<file path="src/rtl/qspi_pkg.sv">
// Shared types for the QSPI command receiver: command types, opcodes, lane modes and FSM states.
// The cmd_type encoding is also used by the sequence generator, so keep it stable.
package qspi_pkg;

  localparam int unsigned CMD_BITS  = 8;
  localparam int unsigned WORD_BITS = 32;
  localparam int unsigned CNT_W     = 6;

  typedef enum logic [2:0] {
    CMD_READ          = 3'd0,
    CMD_WRITE         = 3'd1,
    CMD_READ_STATUS   = 3'd2,
    CMD_WRITE_STATUS  = 3'd3,
    CMD_READ_ID       = 3'd4,
    CMD_WRITE_ENABLE  = 3'd5,
    CMD_WRITE_DISABLE = 3'd6,
    CMD_ERASE         = 3'd7
  } cmd_type_e;

  localparam logic [7:0] OP_READ          = 8'h03;
  localparam logic [7:0] OP_WRITE         = 8'h02;
  localparam logic [7:0] OP_READ_STATUS   = 8'h05;
  localparam logic [7:0] OP_WRITE_STATUS  = 8'h01;
  localparam logic [7:0] OP_READ_ID       = 8'h9F;
  localparam logic [7:0] OP_WRITE_ENABLE  = 8'h06;
  localparam logic [7:0] OP_WRITE_DISABLE = 8'h04;
  localparam logic [7:0] OP_ERASE         = 8'h20;

  typedef enum logic [1:0] {
    XSPI_SINGLE = 2'b00,
    XSPI_DUAL   = 2'b01,
    XSPI_QUAD   = 2'b10,
    XSPI_RSVD   = 2'b11
  } xspi_e;

  typedef enum logic [2:0] {
    ST_IDLE,
    ST_CMD,
    ST_ADDR,
    ST_WDATA,
    ST_RDATA,
    ST_DONE,
    ST_IGNORE
  } state_e;

  typedef struct packed {
    logic      valid;
    cmd_type_e cmd;
  } op_dec_t;

  function automatic op_dec_t decode_op(input logic [7:0] op);
    op_dec_t d;
    d.valid = 1'b1;
    d.cmd   = CMD_READ;
    case (op)
      OP_READ:          d.cmd = CMD_READ;
      OP_WRITE:         d.cmd = CMD_WRITE;
      OP_READ_STATUS:   d.cmd = CMD_READ_STATUS;
      OP_WRITE_STATUS:  d.cmd = CMD_WRITE_STATUS;
      OP_READ_ID:       d.cmd = CMD_READ_ID;
      OP_WRITE_ENABLE:  d.cmd = CMD_WRITE_ENABLE;
      OP_WRITE_DISABLE: d.cmd = CMD_WRITE_DISABLE;
      OP_ERASE:         d.cmd = CMD_ERASE;
      default:          d.valid = 1'b0;
    endcase
    return d;
  endfunction

  // Reserved lane mode behaves as single.
  function automatic logic [CNT_W-1:0] bits_per_edge(input xspi_e m);
    case (m)
      XSPI_DUAL: bits_per_edge = CNT_W'(2);
      XSPI_QUAD: bits_per_edge = CNT_W'(4);
      default:   bits_per_edge = CNT_W'(1);
    endcase
  endfunction

  function automatic logic [3:0] oe_mask(input xspi_e m);
    case (m)
      XSPI_DUAL: oe_mask = 4'b0011;
      XSPI_QUAD: oe_mask = 4'b1111;
      default:   oe_mask = 4'b0010;
    endcase
  endfunction

endpackage

</file>
<file path="src/rtl/qspi_lane_shifter.sv">
// 1/2/4-lane MSB-first shift register: shifts serial lanes in, or loads a word and shifts it out.
// Higher lane numbers carry the more significant bit of each group.
module qspi_lane_shifter
  import qspi_pkg::*;
#(
  parameter int unsigned WIDTH = 32
) (
  input  logic             clk_i,
  input  logic             rst_i,
  input  logic             clear_i,
  input  logic             shift_in_i,
  input  logic             shift_out_i,
  input  logic             load_i,
  input  xspi_e            mode_i,
  input  logic [3:0]       io_i,
  input  logic [WIDTH-1:0] load_data_i,
  output logic [WIDTH-1:0] data_next_c,
  output logic [3:0]       io_o
);

  logic [WIDTH-1:0] data_q;
  logic [WIDTH-1:0] shout_c;

  // Output lanes always present the top bits of the word being transmitted.
  function automatic logic [3:0] lane_msbs(input logic [WIDTH-1:0] v, input xspi_e m);
    case (m)
      XSPI_DUAL: lane_msbs = {2'b00, v[WIDTH-1 -: 2]};
      XSPI_QUAD: lane_msbs = v[WIDTH-1 -: 4];
      default:   lane_msbs = {2'b00, v[WIDTH-1], 1'b0};
    endcase
  endfunction

  always_comb begin
    data_next_c = {data_q[WIDTH-2:0], io_i[0]};
    shout_c     = {data_q[WIDTH-2:0], 1'b0};
    case (mode_i)
      XSPI_DUAL: begin
        data_next_c = {data_q[WIDTH-3:0], io_i[1:0]};
        shout_c     = {data_q[WIDTH-3:0], 2'b00};
      end
      XSPI_QUAD: begin
        data_next_c = {data_q[WIDTH-5:0], io_i};
        shout_c     = {data_q[WIDTH-5:0], 4'b0000};
      end
      default: ;
    endcase
  end

  always_ff @(posedge clk_i) begin
    if (rst_i || clear_i) begin
      data_q <= '0;
      io_o   <= '0;
    end else if (load_i) begin
      data_q <= load_data_i;
      io_o   <= lane_msbs(load_data_i, mode_i);
    end else if (shift_out_i) begin
      data_q <= shout_c;
      io_o   <= lane_msbs(shout_c, mode_i);
    end else if (shift_in_i) begin
      data_q <= data_next_c;
    end
  end

endmodule

</file>
<file path="src/rtl/qspi_cmd_receiver.sv">
// QSPI target-side command receiver: oversamples sclk_i on clk_i, decodes opcode/address/data
// and shifts read data out; reports completed frames and aborts as single-cycle pulses.
module qspi_cmd_receiver
  import qspi_pkg::*;
#(
  parameter int unsigned SCLK_MIN_DIV = 4
) (
  input  logic        clk_i,
  input  logic        rst_i,
  input  logic        cs_n_i,
  input  logic        sclk_i,
  input  logic [3:0]  io_i,
  input  logic [1:0]  xspi_i,
  output logic [3:0]  io_o,
  output logic [3:0]  io_oe_o,
  output logic [2:0]  cmd_type_o,
  output logic [31:0] addr_o,
  output logic [31:0] wdata_o,
  output logic        frame_valid_o,
  output logic        abort_o,
  output logic        rdata_req_o,
  input  logic [31:0] rdata_i
);

  // A registered rdata_i responder needs a full clk between request and the next sclk fall.
  if (SCLK_MIN_DIV < 4) begin : g_div_check
    $error("qspi_cmd_receiver: SCLK_MIN_DIV must be at least 4");
  end

  state_e           state_q, state_d;
  xspi_e            mode_q, mode_d;
  cmd_type_e        cmd_q, cmd_d;
  logic [CNT_W-1:0] cnt_q, cnt_d, cnt_next;
  logic [31:0]      addr_q, addr_d;
  logic             tx_loaded_q, tx_loaded_d;
  logic             sclk_q, sclk_rise, sclk_fall;

  logic [2:0]       cmd_type_d;
  logic [31:0]      addr_out_d, wdata_out_d;
  logic [3:0]       io_oe_d;
  logic             frame_valid_d, abort_d, rdata_req_d;

  logic             sh_clear, sh_in, sh_out, sh_load;
  logic [31:0]      sh_next;
  op_dec_t          dec;

  assign sclk_rise = sclk_i & ~sclk_q;
  assign sclk_fall = ~sclk_i & sclk_q;

  qspi_lane_shifter #(.WIDTH(WORD_BITS)) u_shifter (
    .clk_i       (clk_i),
    .rst_i       (rst_i),
    .clear_i     (sh_clear),
    .shift_in_i  (sh_in),
    .shift_out_i (sh_out),
    .load_i      (sh_load),
    .mode_i      (mode_q),
    .io_i        (io_i),
    .load_data_i (rdata_i),
    .data_next_c (sh_next),
    .io_o        (io_o)
  );

  // Next-state and registered-output logic.
  always_comb begin
    state_d       = state_q;
    mode_d        = mode_q;
    cmd_d         = cmd_q;
    cnt_d         = cnt_q;
    addr_d        = addr_q;
    tx_loaded_d   = tx_loaded_q;
    cmd_type_d    = cmd_type_o;
    addr_out_d    = addr_o;
    wdata_out_d   = wdata_o;
    frame_valid_d = 1'b0;
    abort_d       = 1'b0;
    rdata_req_d   = 1'b0;
    sh_clear      = 1'b0;
    sh_in         = 1'b0;
    sh_out        = 1'b0;
    sh_load       = 1'b0;
    cnt_next      = cnt_q + bits_per_edge(mode_q);
    dec           = decode_op(sh_next[7:0]);

    // Losing chip select mid-frame beats any coincident sclk edge.
    if (cs_n_i && (state_q inside {ST_CMD, ST_ADDR, ST_WDATA, ST_RDATA})) begin
      abort_d = 1'b1;
      state_d = ST_IDLE;
    end else begin
      case (state_q)
        ST_IDLE: begin
          sh_clear    = 1'b1;
          cnt_d       = '0;
          tx_loaded_d = 1'b0;
          if (!cs_n_i) begin
            state_d = ST_CMD;
            mode_d  = xspi_e'(xspi_i);
          end
        end
        ST_CMD: begin
          if (sclk_rise) begin
            sh_in = 1'b1;
            cnt_d = cnt_next;
            if (cnt_next == CNT_W'(CMD_BITS)) begin
              cnt_d = '0;
              if (!dec.valid) begin
                state_d = ST_IGNORE;
                abort_d = 1'b1;
              end else begin
                cmd_d = dec.cmd;
                case (dec.cmd)
                  CMD_READ, CMD_WRITE, CMD_ERASE: state_d = ST_ADDR;
                  CMD_WRITE_STATUS:               state_d = ST_WDATA;
                  CMD_READ_STATUS, CMD_READ_ID: begin
                    state_d     = ST_RDATA;
                    rdata_req_d = 1'b1;
                    tx_loaded_d = 1'b0;
                  end
                  default: begin
                    state_d       = ST_DONE;
                    frame_valid_d = 1'b1;
                    cmd_type_d    = dec.cmd;
                  end
                endcase
              end
            end
          end
        end
        ST_ADDR: begin
          if (sclk_rise) begin
            sh_in = 1'b1;
            cnt_d = cnt_next;
            if (cnt_next == CNT_W'(WORD_BITS)) begin
              cnt_d  = '0;
              addr_d = sh_next;
              case (cmd_q)
                CMD_READ: begin
                  state_d     = ST_RDATA;
                  rdata_req_d = 1'b1;
                  tx_loaded_d = 1'b0;
                end
                CMD_WRITE: state_d = ST_WDATA;
                default: begin
                  state_d       = ST_DONE;
                  frame_valid_d = 1'b1;
                  cmd_type_d    = cmd_q;
                  addr_out_d    = sh_next;
                end
              endcase
            end
          end
        end
        ST_WDATA: begin
          if (sclk_rise) begin
            sh_in = 1'b1;
            cnt_d = cnt_next;
            if (cnt_next == CNT_W'(WORD_BITS)) begin
              cnt_d         = '0;
              state_d       = ST_DONE;
              frame_valid_d = 1'b1;
              cmd_type_d    = cmd_q;
              wdata_out_d   = sh_next;
              if (cmd_q == CMD_WRITE) addr_out_d = addr_q;
            end
          end
        end
        ST_RDATA: begin
          // First fall after the request loads rdata_i; later falls advance the shifter.
          if (sclk_fall) begin
            if (!tx_loaded_q) begin
              sh_load     = 1'b1;
              tx_loaded_d = 1'b1;
            end else begin
              sh_out = 1'b1;
            end
          end
          if (sclk_rise) begin
            cnt_d = cnt_next;
            if (cnt_next == CNT_W'(WORD_BITS)) begin
              cnt_d         = '0;
              state_d       = ST_DONE;
              frame_valid_d = 1'b1;
              cmd_type_d    = cmd_q;
              if (cmd_q == CMD_READ) addr_out_d = addr_q;
            end
          end
        end
        ST_DONE, ST_IGNORE: begin
          if (cs_n_i) state_d = ST_IDLE;
        end
        default: state_d = ST_IDLE;
      endcase
    end

    io_oe_d = (state_d == ST_RDATA) ? oe_mask(mode_q) : 4'b0000;
  end

  always_ff @(posedge clk_i) begin
    if (rst_i) begin
      state_q       <= ST_IDLE;
      mode_q        <= XSPI_SINGLE;
      cmd_q         <= CMD_READ;
      cnt_q         <= '0;
      addr_q        <= '0;
      tx_loaded_q   <= 1'b0;
      sclk_q        <= 1'b0;
      cmd_type_o    <= '0;
      addr_o        <= '0;
      wdata_o       <= '0;
      io_oe_o       <= '0;
      frame_valid_o <= 1'b0;
      abort_o       <= 1'b0;
      rdata_req_o   <= 1'b0;
    end else begin
      state_q       <= state_d;
      mode_q        <= mode_d;
      cmd_q         <= cmd_d;
      cnt_q         <= cnt_d;
      addr_q        <= addr_d;
      tx_loaded_q   <= tx_loaded_d;
      sclk_q        <= sclk_i;
      cmd_type_o    <= cmd_type_d;
      addr_o        <= addr_out_d;
      wdata_o       <= wdata_out_d;
      io_oe_o       <= io_oe_d;
      frame_valid_o <= frame_valid_d;
      abort_o       <= abort_d;
      rdata_req_o   <= rdata_req_d;
    end
  end

endmodule

</file>
<file path="config.mk">
export PLATFORM = sky130hd
export DESIGN_NAME = qspi_cmd_receiver
export DESIGN_NICKNAME = d
export VERILOG_FILES = /design/src/rtl/qspi_pkg.sv /design/src/rtl/qspi_lane_shifter.sv /design/src/rtl/qspi_cmd_receiver.sv
export SDC_FILE = /design/constraint.sdc
export NUM_CORES = 1
export LEC_CHECK = 0
export CORE_MARGIN = 1.5
export CORE_UTILIZATION = 53
export CTS_CLUSTER_SIZE = 20
export DETAILED_ROUTE_END_ITERATION = 8
export GPL_TIMING_DRIVEN = 0
export PLACE_DENSITY_LB_ADDON = 0.1
export REMOVE_ABC_BUFFERS = 1
export SLEW_MARGIN = 20
export SYNTH_ARGS = -nofsm -noshare
export SYNTH_HDL_FRONTEND = slang
export SYNTH_HIERARCHICAL = 1
export SYNTH_SLANG_ARGS = --single-unit
</file>
<file path="constraint.sdc">
create_clock -name clk_i -period 4.4 [get_ports clk_i]
set_input_delay 0.88 -clock clk_i [delete_from_list [all_inputs] [get_ports clk_i]]
set_output_delay 0.88 -clock clk_i [all_outputs]
set_load 0.02 [all_outputs]
</file>
# Yosys cells after proc, flatten, opt, wreduce, memory -nomap -nowiden
# Index checks and enable logic that the tools add are counted.
op_classes:
  addsub: 1
  eq_ne: 44
  n_mux: 96
  n_bitwise: 7
  n_reduce_logical: 31
op_table:
  columns: ["cell", "n"]
  rows:
  - ["$mux 32", 9]
  - ["$pmux 32 s2", 2]
  - ["$pmux 32 s3", 1]
  - ["$mux 31", 3]
  - ["$mux 3", 19]
  - ["$mux 1", 43]
  - ["$eq 8x3->1 const B", 3]
  - ["$mux 6", 4]
  - ["$pmux 4 s2", 3]
  - ["$ne 2x1->1 const B", 11]
  - ["$reduce_and 11->1", 2]
  - ["$pmux 3 s7", 1]
  - ["$eq 3x3->1 const B", 6]
  - ["$pmux 3 s3", 2]
  - ["$pmux 6 s3", 1]
  - ["$eq 8x2->1 const B", 2]
  - ["$ne 2x2->1 const B", 8]
  - ["$pmux 3 s5", 1]
  - ["$eq 3x2->1 const B", 4]
  - ["$pmux 3 s2", 2]
  - ["$reduce_and 4->1", 3]
  - ["$reduce_bool 3->1", 4]
  - ["$reduce_or 2->1", 6]
  - ["$reduce_and 10->1", 1]
  - ["25 further kinds", 38]
word_totals:
  regBits: 157
  in_bits: 42
  out_inout_bits: 78
  word_cells: 195

# Depth between registers and ports, before layout
# Gate-level depths: netlist (run 1).
depth:
  ltp_word: 15
  depth_mapped: 14
  mapped_depth_nobuf: 12

# By module
# The synthesis (run 1) kept the hierarchy.
modules_own_cells:
  columns: ["mod", "instances", "cells_per_inst", "area_per_inst_um2", "seq_area_each_um2"]
  rows:
  - ["qspi_cmd_receiver", 1, 676, 5524.0, 2422.3]
  - ["qspi_lane_shifter", 1, 302, 2302.2, 700.7]

# Worst setup path before layout (run 1)
# OpenSTA, ideal clock, no wires.
synth_path:
  kind: "register -> register"
  startpoint: "register mode_q[0]"
  endpoint: "register cmd_q[0]"
  setup_ps: 67
  t_arrival_ps: 3046
  t_required_ps: 4333
  path_slack_ps: 1287
  path_stages_with_launch: 14
  path_buffers: 2
  period_less_slack_ps: 3113
  path_cell_list: "dfxtp_1 inv_1 ha_1 buf_6 buf_2 nand2_1 o21ai_0 or4_4 nor4b_4 a31oi_2 nor3_4 nand3_2 or3_1 a21oi_2"
synth_between:
  elab_chain_len: 6
  word_cells_on_any_way: 18
  cone_classes: "1 x add/sub; 11 x eq/ne; 4 x mux; 2 x reduce/logical"
synth_rtl:
  columns: ["item", "line", "rtl"]
  rows:
  - ["start: declaration", "qspi_cmd_receiver.sv:31", "xspi_e mode_q, mode_d;"]
  - ["start signal: assignment", "qspi_cmd_receiver.sv:216", "mode_q <= mode_d;"]
  - ["$eq 2x2->1 or $eq 2x1->1 (tied branches)", "qspi_lane_shifter.sv:36", "case (mode_i)"]
  - ["$pmux 32 s2 *", "qspi_lane_shifter.sv:36", null]
  - ["via sh_next[3]", "qspi_cmd_receiver.sv:44", "logic [31:0] sh_next;"]
  - ["$eq 8x6->1, or another cell as far along", "qspi_pkg.sv:55", "case (op)"]
  - ["$reduce_or 8->1 (no line)", null, null]
  - ["$mux 1", "qspi_pkg.sv:55", null]
  - ["$reduce_and 5->1 (no line)", null, null]
  - ["end signal: assignment", "qspi_cmd_receiver.sv:217", "cmd_q <= cmd_d;"]
  - ["end: declaration", "qspi_cmd_receiver.sv:32", "cmd_type_e cmd_q, cmd_d;"]
# The timed path passes the listed nets; every way through them passes the cells marked *.
# A chain may end at the register's enable or synchronous reset.

# Worst setup path after layout (run 1)
layout_path:
  startpoint: "register mode_q[0]"
  endpoint: "register rdata_req_o"
layout_between:
  elab_chain_len: 11
  word_cells_on_any_way: 28
  cone_classes: "1 x add/sub; 14 x eq/ne; 11 x mux; 2 x reduce/logical"
layout_rtl:
  columns: ["item", "line", "rtl"]
  rows:
  - ["$eq 2x2->1 or $eq 2x1->1 (tied branches)", "qspi_lane_shifter.sv:36", null]
  - ["$pmux 32 s2 *", "qspi_lane_shifter.sv:36", null]
  - ["via sh_next[6]", "qspi_cmd_receiver.sv:44", null]
  - ["$eq 8x6->1, or another cell as far along", "qspi_pkg.sv:55", null]
  - ["$pmux 3 s7", "qspi_pkg.sv:55", null]
  - ["$eq 3x2->1 or $eq 3x3->1 (tied branches)", "qspi_cmd_receiver.sv:111", "case (dec.cmd)"]
  - ["$reduce_or 2->1", "qspi_cmd_receiver.sv:111", null]
  - ["$mux 1", "qspi_cmd_receiver.sv:111", null]
  - ["$mux 1 *", "qspi_cmd_receiver.sv:106", "if (!dec.valid) begin"]
  - ["$mux 1 *", "qspi_cmd_receiver.sv:104", "if (cnt_next == CNT_W'(CMD_BITS)) begin"]
  - ["$mux 1 *", "qspi_cmd_receiver.sv:101", "if (sclk_rise) begin"]
  - ["$pmux 1 s2 *", "qspi_cmd_receiver.sv:90", "case (state_q)"]
  - ["end signal: assignment", "qspi_cmd_receiver.sv:228", "rdata_req_o <= rdata_req_d;"]
  - ["end: declaration", "qspi_cmd_receiver.sv:21", "output logic rdata_req_o,"]
# Marks and branches as above.

==> results.py, run 1 <==
metrics = {
    "outcome": {
        "status": "complete, no violations",
    },
    "synth": {
        "ys.flop_type": "dfxtp_1",
        "ys_warn_count": 6,
        "ys_seq_elements": 156,
        "async_flop_share": 0,
        "synth_cell_types": 72,
        "ys_seq_area_frac": 0.399,
        "synth_area_um2": 7830,
        "synth.avg_cell_area_um2": 8.00,
        "synthCells": 978,
        "synth-edff-count": 0,
    },
    "finish": {
        "final_common_cell": "nand2_1",
        "drive_gt1_frac": 0.0708,
        "fin_util": 0.668,
        "final_cell_mix": "nand2_1, dfxtp_1, clkdlybuf4s50_1",
        "finalNonFillerCells": 1244,
        "nNetsFinal": 1098,
        "diodes": 0,
        "area_growth_pct": 23.6,
    },
    "clock_tree": {
        "cts_tree": "done",
        "ctsResizeCount": 0,
        "cts_hold_buf": 0,
        "post_cts_buffers": 0,
        "htree_levels": 4,
        "clockBufferDepth": 2,
        "clock_sinks": 156,
        "path_clk_slew_ps": 60,
        "clockRootBuffer": "clkbuf_16",
        "clk_latency_ps": 420,
        "cts_inserted_buffers": 17,
    },
    "power_and_ir_drop": {
        "p_switching_uw": 752,
        "p_leak_uw": 0.00318,
        "swShare": 0.245,
        "p_total_uw": 3060,
        "p_int_uw": 2310,
        "p_clk_frac": 0.445,
        "power-per-cell-area_nw_per_um2": 317,
        "pwr-share-seq": 0.467,
        "ir_drop_v": 0.000291,
        "power_frac_comb": 0.087,
    },
    "setup_path": {
        "cp-end-kind": "flip-flop",
        "crit_chain": "inv_1 > ha_2 > buf_16 > o21ai_0 > or4_4 > nor4b_4 > a31oi_2 > nor3_4 > nand4b_1 > a2111oi_2",
        "critPathBufInv": 2,
        "crit_type": "reg2reg",
        "critPathMaxFanout": 36,
        "critPathArrivalTime_ps": 4290,
        "crit_slowest_cell": "or4_4",
        "worstPathRequired_ps": 4700,
        "slowest_delay_ps": 690,
        "cpLargestDelayFamily": "simple AND/OR/NAND/NOR gates",
        "startpoint_type": "flip-flop",
    },
    "timing": {
        "hold_viol_final": 0,
        "worstMarginPinSlew_ps": 1180,
        "slew-limit-headroom": 0.205,
        "finalSetupViolCount": 0,
        "final_max_slew_viol_count": 0,
        "fmax_mhz": 251,
        "rsz0062_at_grt": "false",
        "fin_crit_ps": 3980,
        "fin_crit_sh": 0.906,
        "setup_ws_ps": 415,
        "finalClockSkew_ps": 7.48,
        "final.setup.tns_ps": 0,
    },
    "placement": {
        "dp.cells": 1213,
        "pre_cts_ws_ps": 502,
        "gp_congestion": 0.979,
        "dp_hpwl_mm": 13.9,
        "numPortBuffers": 119,
    },
    "detailed_routing": {
        "dr.max_layer_used": "met4",
        "via_per_inst": 5.82,
        "drt_wl_total_mm": 20.3,
        "drtAntennaViolNets": 0,
        "drt_iter0_drc": 550,
        "wl_met1_mm": 9.61,
        "wire_per_inst_um": 16.3,
        "route.met2.wl_mm": 9.01,
        "wl_met3_mm": 1.41,
        "drcViolationCount": 0,
        "dr.pass1.iters": 7,
        "num_vias": 7236,
    },
    "global_routing": {
        "grt_usage": 0.265,
        "grt_remaining_overflow": 0,
        "grt_pass1_wl_mm": 33.7,
        "grt_pass1_vias": 6608,
        "grt_max_degree": 63,
        "grt_antenna_before_repair": 0,
    },
    "job": {
        "cap_violations": 0,
    },
    "floorplan": {
        "die_y_um": 125,
        "rows": 44,
        "start_util": 0.541,
        "fp.coreArea_um2": 14500,
        "ioPinCount": 120,
        "design.die.area_um2": 15500,
        "die_x_um": 125,
    },
    "min_path": {
        "hold_class": "reg2reg",
    },
}
-- worst min-delay path, cell delays in order (launching register included) --
cell and delay (ps):
dfxtp_1 310, nand2_1 50, a21oi_1 50
-- cell families (layout without fill, tap and decap cells) --
logic type                 count (synthesis)  after routing  share of synthesized area
adders and majority gates                  8              8                     0.0137
DFF                                      156            156                      0.399
xor gates and xnor gates                   3              3                    0.00336
AOI/OAI and AO/OA                        308            308                      0.244
muxes                                     66             66                     0.0847
buffers and inverters                     92            174                     0.0558
and+or+nand+nor                          345            345                      0.199
-- metrics by stage --
step	instance area [um2]	hold slack [ps]
after floorplan	7420	430
after CTS	9680	454
final	9680	452
after global routing	9680	469
after detailed placement	9130	446
after global placement	8840	441
-- final timing paths --
path / cells past startpoint / endpoint / slack [ps] / start
setup / recovery: 10 / rdata_req_o / 420 / mode_q[0]
hold / removal: 2 / addr_q[5] / 450 / addr_q[5]
setup reg to reg: 10 / rdata_req_o / 420 / mode_q[0]
hold reg to reg: 2 / addr_q[5] / 450 / addr_q[5]
-- cell usage after synthesis (all sizes together), types with 4 or more instances --
master	n	area (um2)
nor2b	7	43.8
o2111ai	4	35.0
nor2	71	269
o21ai	74	374
a22oi	29	218
or2	7	43.8
or3	5	31.3
a211oi	39	298
and3	4	25.0
nor4	4	31.3
and2	7	43.8
clkbuf	37	139
a21oi	112	564
buf	46	264
nand2b	10	62.6
mux2i	64	641
nand2	189	709
ha	7	87.6
inv	9	33.8
nand3	11	60.1
nor3b	4	30.0
a31oi	14	100
nor3	12	82.6
dfxtp	156	3120
-- registers in the layout, indices dropped and copies added, names as in the netlist --
name              cells
rdata_req_o           1
addr_o               32
tx_loaded_q           1
u_shifter/io_o        4
u_shifter/data_q     31
cmd_q                 3
io_oe_o               3
wdata_o              32
mode_q                2
state_q               3
frame_valid_o         1
abort_o               1
cnt_q                 6
addr_q               32
sclk_q                1
cmd_type_o            3
-- layer usage --
metal  track usage  up-vias
met4        0.0683        0
li1              -     3612
met5             0        -
met1         0.367     3371
met2         0.405      228
met3        0.0747       25
-- final cells by class --
type	instances	area, um2
inverters	9	33.8
fillers	1284	4800
well taps	184	230
clock buffers	21	450
flip-flops and latches	156	3120
multi-input cells	730	4310
repair buffers	134	1440
clock inverters	10	92.6
-- power groups by stage --
stage          registers, uW  clock network [uW]  logic, uW
2_1_floorplan           1460                   0        142
3_3_place_gp            1460                   0        247
3_5_place_dp            1460                   0        262
4_1_cts                 1430                1380        263
5_1_grt                 1430                1450        293
6_report                1430                1360        267
No activity file was read; power rests on OpenSTA's default activity.
==> inputs of run 2 (changes only) <==
--- a/config.mk
+++ b/config.mk
@@ -12,7 +12,6 @@
 export GPL_TIMING_DRIVEN = 0
 export PLACE_DENSITY_LB_ADDON = 0.1
 export REMOVE_ABC_BUFFERS = 1
-export SLEW_MARGIN = 20
 export SYNTH_ARGS = -nofsm -noshare
 export SYNTH_HDL_FRONTEND = slang
 export SYNTH_HIERARCHICAL = 1
==> results.py, run 2 (synthesized netlist as in run 1, its figures left out) <==
metrics = {
    "timing": {
        "holdWs_ps": 452,
        "fin_crit_sh": 0.885,
        "setup_ws_ps": 506,
        "rsz0062_at_grt": "false",
        "fin_crit_ps": 3890,
        "fmax_mhz": 257,
        "final_max_slew_viol_count": 0,
        "slew-limit-headroom": 0.0869,
        "finalSetupViolCount": 0,
        "hold_viol_final": 0,
        "worstMarginPinSlew_ps": 1370,
        "finalClockSkew_ps": 6.63,
    },
    "power_and_ir_drop": {
        "swShare": 0.246,
        "p_switching_uw": 757,
        "ir_drop_v": 0.000265,
        "pwr-share-seq": 0.464,
        "power-per-cell-area_nw_per_um2": 318,
        "power_frac_comb": 0.086,
        "p_leak_uw": 0.00319,
        "p_clk_frac": 0.450,
        "p_total_uw": 3080,
        "p_int_uw": 2330,
    },
    "clock_tree": {
        "cts_inserted_buffers": 17,
        "ctsResizeCount": 0,
        "htree_levels": 4,
        "path_clk_slew_ps": 60,
        "cts_hold_buf": 0,
        "post_cts_buffers": 0,
        "clock_sinks": 156,
        "clockRootBuffer": "clkbuf_16",
        "cts_tree": "done",
        "clockBufferDepth": 2,
        "clk_latency_ps": 420,
    },
    "setup_path": {
        "crit_slowest_cell": "and4_1",
        "crit_chain": "inv_1 > ha_1 > ha_1 > fa_1 > nor3b_1 > o2111ai_1 > nand2_1 > and2_1 > and4_1 > nand2_1 > a21oi_1",
        "slowest_delay_ps": 1160,
        "critPathMaxFanout": 32,
        "startpoint_type": "flip-flop",
        "critPathBufInv": 1,
        "cp-end-kind": "flip-flop",
        "crit_type": "reg2reg",
        "critPathArrivalTime_ps": 4250,
        "cpLargestDelayFamily": "simple AND/OR/NAND/NOR gates",
        "worstPathRequired_ps": 4760,
    },
    "finish": {
        "final_cell_mix": "nand2_1, dfxtp_1, clkdlybuf4s50_1",
        "fill_cells": 1268,
        "diodes": 0,
        "largestRegisters": "addr_o: 32 flops, addr_q: 32 flops, wdata_o: 32 flops",
        "nNetsFinal": 1098,
        "fin_util": 0.671,
        "area_growth_pct": 24.1,
        "fin_area_um2": 9710,
        "drive_gt1_frac": 0.0689,
        "final_common_cell": "nand2_1",
    },
    "floorplan": {
        "start_util": 0.541,
        "rows": 44,
        "fp.coreArea_um2": 14500,
        "die_x_um": 125,
        "design.die.area_um2": 15500,
        "ioPinCount": 120,
        "die_y_um": 125,
    },
    "detailed_routing": {
        "drcViolationCount": 0,
        "drt_iter0_drc": 619,
        "drtAntennaViolNets": 0,
        "drt_wl_total_mm": 20.5,
        "via_per_inst": 5.79,
        "wire_per_inst_um": 16.5,
        "num_vias": 7206,
        "dr.pass1.iters": 5,
    },
    "placement": {
        "placed_cell_area_um2": 9140,
        "numPortBuffers": 119,
        "gp_congestion": 0.979,
        "pre_cts_ws_ps": -10.4,
        "dp_hpwl_mm": 13.8,
    },
    "global_routing": {
        "grt_max_degree": 69,
        "grt_usage": 0.265,
        "grt_pass1_vias": 6609,
        "grt_antenna_before_repair": 0,
        "grt_pass1_wl_mm": 33.9,
        "grt_remaining_overflow": 0,
    },
    "job": {
        "cap_violations": 0,
    },
    "outcome": {
        "status": "complete, no violations",
    },
    "min_path": {
        "hold_class": "reg2reg",
    },
}
==> run 2: power groups by stage <==
stage,logic (uW),clock network (uW),registers (uW)
after floorplan,142,0,1460
after global placement,247,0,1460
after detailed placement,254,0,1460
after CTS,255,1410,1430
after global routing,291,1470,1430
final,264,1390,1430
==> run 2: layout make-up <==
cell class | instances | area, um2 | area share
clock buffers | 22 | 464 | 0.0478
flip-flops and latches | 156 | 3120 | 0.322
repair buffers | 134 | 1460 | 0.151
multi-input cells | 730 | 4310 | 0.444
clock inverters | 9 | 87.6 | 0.00902
well taps | 184 | 230 | 0.0237
inverters | 9 | 33.8 | 0.00348
==> run 2: worst reg2reg max path: cells and delay by family (launching register included) <==
kind                     cells  cell delay [ps]
AND/OR/NAND/NOR              5             2020
adder cells (fa/ha/maj)      3              970
flip-flops                   1              420
AO/OA/AOI/OAI                2              350
buffers and inverters        1               70
==> run 2: per-stage QoR <==
step	setup TNS [ps]	instances
final	0	1244
after global routing	0	1244
after CTS	0	1243
after detailed placement	-19.0	1212
after global placement	-190680	1198
after floorplan	-30990	895
==> run 2: routing by layer <==
layer,routed length [um],global-route usage,up-vias
li1,-,-,3614
met3,1240,0.0606,25
met1,9680,0.373,3341
met2,9290,0.405,226
met5,0,0,-
met4,289,0.0811,0
==> run 2: final timing paths <==
check	from	endpoint	slack, ps	depth (start not counted)
worst max-delay path	mode_q[0]	wdata_o[30]	510	11
worst min register to register	wdata_o[12]	wdata_o[12]	450	2
worst min-delay path	wdata_o[12]	wdata_o[12]	450	2
worst max register to register	mode_q[0]	wdata_o[30]	510	11
==> inputs of run 3 (changes only) <==
--- a/config.mk
+++ b/config.mk
@@ -5,13 +5,13 @@
 export SDC_FILE = /design/constraint.sdc
 export NUM_CORES = 1
 export LEC_CHECK = 0
+export ABC_AREA = 1
 export CORE_MARGIN = 1.5
 export CORE_UTILIZATION = 53
 export CTS_CLUSTER_SIZE = 20
 export DETAILED_ROUTE_END_ITERATION = 8
 export GPL_TIMING_DRIVEN = 0
 export PLACE_DENSITY_LB_ADDON = 0.1
-export REMOVE_ABC_BUFFERS = 1
 export SYNTH_ARGS = -nofsm -noshare
 export SYNTH_HDL_FRONTEND = slang
 export SYNTH_HIERARCHICAL = 1
==> results.py, run 3 <==
metrics = {
    "outcome": {
        "status": "complete, no violations",
    },
    "timing": {
        "worstMarginPinSlew_ps": 801,
        "holdWs_ps": 468,
        "fin_crit_sh": 0.955,
        "fin_crit_ps": 4200,
        "finalSetupViolCount": 0,
        "finalClockSkew_ps": 12.6,
        "slew-limit-headroom": 0.466,
        "final_max_slew_viol_count": 0,
        "fmax_mhz": 238,
        "hold_viol_final": 0,
    },
    "power_and_ir_drop": {
        "p_total_uw": 3520,
        "power_frac_comb": 0.176,
        "pwr-share-seq": 0.409,
        "p_int_uw": 2450,
        "power-per-cell-area_nw_per_um2": 339,
        "swShare": 0.305,
        "p_leak_uw": 0.00418,
        "ir_drop_v": 0.000294,
        "p_clk_frac": 0.415,
        "p_switching_uw": 1070,
    },
    "global_routing": {
        "grt_usage": 0.296,
        "grt_antenna_before_repair": 0,
        "grt_max_degree": 17,
        "grt_pass1_vias": 7601,
        "grt_remaining_overflow": 0,
        "grt_pass1_wl_mm": 37.9,
    },
    "finish": {
        "fin_area_um2": 10400,
        "final_common_cell": "nand2_1",
        "diodes": 0,
        "area_growth_pct": 24.5,
        "largestRegisters": "addr_o: 32 flops, addr_q: 32 flops, wdata_o: 32 flops",
        "final_cell_mix": "nand2_1, nor2_1, dfxtp_1",
        "nNetsFinal": 1350,
        "fin_util": 0.680,
        "drive_gt1_frac": 0.126,
    },
    "setup_path": {
        "worstPathRequired_ps": 4710,
        "reg2reg_from": "mode_q[0]",
        "r2r_slack_ps": 200,
        "worstRegToRegCells": 25,
        "critPathArrivalTime_ps": 4510,
        "cp-end-kind": "flip-flop",
        "slowest_delay_ps": 440,
        "crit_top_cell": "buf_6",
        "r2r_end": "u_shifter/data_q[4]",
        "critPathMaxFanout": 10,
        "crit_slowest_cell": "nor4_1",
        "crit_type": "reg2reg",
        "startpoint_type": "flip-flop",
    },
    "synth": {
        "synth_cell_types": 48,
        "ys_top_cells_by_count": "nand2_1, nor2_1, dfxtp_1",
        "synth-edff-count": 0,
        "synth_area_leaders": "dfxtp_1, nand2_1, nor2_1",
        "async_flop_share": 0,
        "synth_area_um2": 8330,
        "synth.avg_cell_area_um2": 7.17,
        "ys_warn_count": 6,
        "synthCells": 1162,
        "syn_nets": 1212,
        "synth.most_common_cell": "nand2_1",
        "synth.top_cell.area_share": 0.375,
        "ys_seq_area_frac": 0.375,
        "ys_seq_elements": 156,
        "synth_top_area_cell": "dfxtp_1",
        "ys.flop_type": "dfxtp_1",
    },
    "placement": {
        "gp_congestion": 0.963,
        "placed_cell_area_um2": 9790,
        "numPortBuffers": 119,
        "dp_hpwl_mm": 18.2,
    },
    "clock_tree": {
        "cts_inserted_buffers": 17,
        "clk_latency_ps": 440,
        "clock_sinks": 156,
        "clockBufferDepth": 2,
        "clockRootBuffer": "clkbuf_16",
        "htree_levels": 4,
        "cts_tree": "done",
        "path_clk_slew_ps": 70,
    },
    "job": {
        "cap_violations": 0,
    },
    "floorplan": {
        "die_y_um": 128,
        "start_util": 0.546,
        "design.die.area_um2": 16500,
        "fp.coreArea_um2": 15300,
        "rows": 45,
        "die_x_um": 128,
        "ioPinCount": 120,
    },
    "min_path": {
        "min_from": "u_shifter/io_o[0]",
        "hold_depth": 2,
        "hold-path-endpoint": "u_shifter/io_o[0]",
        "hold_class": "reg2reg",
    },
    "detailed_routing": {
        "wire_per_inst_um": 15.8,
        "via_per_inst": 5.47,
        "dr.max_layer_used": "met4",
        "drcViolationCount": 0,
        "route.met2.wl_mm": 11.3,
        "drt_iter0_drc": 590,
        "dr.pass1.iters": 5,
        "wl_met3_mm": 1.38,
        "drtAntennaViolNets": 0,
        "drt_wl_total_mm": 24.0,
        "wl_met1_mm": 10.6,
        "num_vias": 8333,
    },
}
==> run 3: cell type report <==
cell class                 count  area, um2
multi-input combinational    834       4360
clock inverter                13        134
inverter                     102        388
buffer                        70        473
fill                        1324       4880
clock buffer                  19        443
tap                          211        264
timing repair buffer         119       1190
sequential                   156       3120
==> run 3: timing repair <==
action / in CTS / in global routing
gates resized for setup: 0 / 7
hold buffers: 0 / 0
setup endpoints to repair: 0 / 31
buffers inserted: 0 / 0
==> run 3: through the flow <==
step,setup slack [ps],instances,TNS [ps]
6_report,198,1524,0
3_5_place_dp,-143,1492,-2440
3_3_place_gp,-97.2,1492,-1280
4_1_cts,241,1524,0
2_1_floorplan,944,1162,0
5_1_grt,-64.0,1524,-637
==> run 3: worst max-delay path, delay by kind of cell, from the launching register on <==
kind	cells	cell delay, ps
simple gates	9	1350
compound gates	5	720
buf+inv	10	1330
fa+ha+maj	1	280
flops	1	380
==> run 3: worst max-delay path by stage <==
stage               startpoint              endpoint  slack, ps  cells after the start
floorplan            mode_q[0]  u_shifter/data_q[14]        940                     24
global placement       io_i[1]   u_shifter/data_q[4]       -100                     20
detailed placement     io_i[1]   u_shifter/data_q[4]       -140                     20
CTS                  mode_q[0]   u_shifter/data_q[2]        240                     25
global route         mode_q[0]   u_shifter/data_q[5]        -60                     25
finish               mode_q[0]   u_shifter/data_q[4]        200                     25
==> run 3: per-layer routing <==
metal | track usage | vias to the layer above
li1 | - | 4097
met1 | 0.382 | 3865
met2 | 0.489 | 322
met3 | 0.0545 | 49
met4 | 0.122 | 0
met5 | 0 | -
==> run 3: power by group through the flow <==
stage                     clock network [uW]  logic [uW]  registers (uW)
after detailed placement                   0         608            1470
after CTS                               1470         612            1440
after global placement                     0         604            1470
final                                   1460         619            1440
after global routing                    1530         682            1440
after floorplan                            0         418            1470
==> run 3: cells by family (layout without fill, tap and decap cells) <==
logic type	after synthesis	after routing	share of synthesized area
simple gates	542	542	0.273
compound gates	283	283	0.235
buf+inv	172	323	0.103
xor+xnor	1	1	0.00105
fa+ha+maj	8	8	0.0129
flops	156	156	0.375
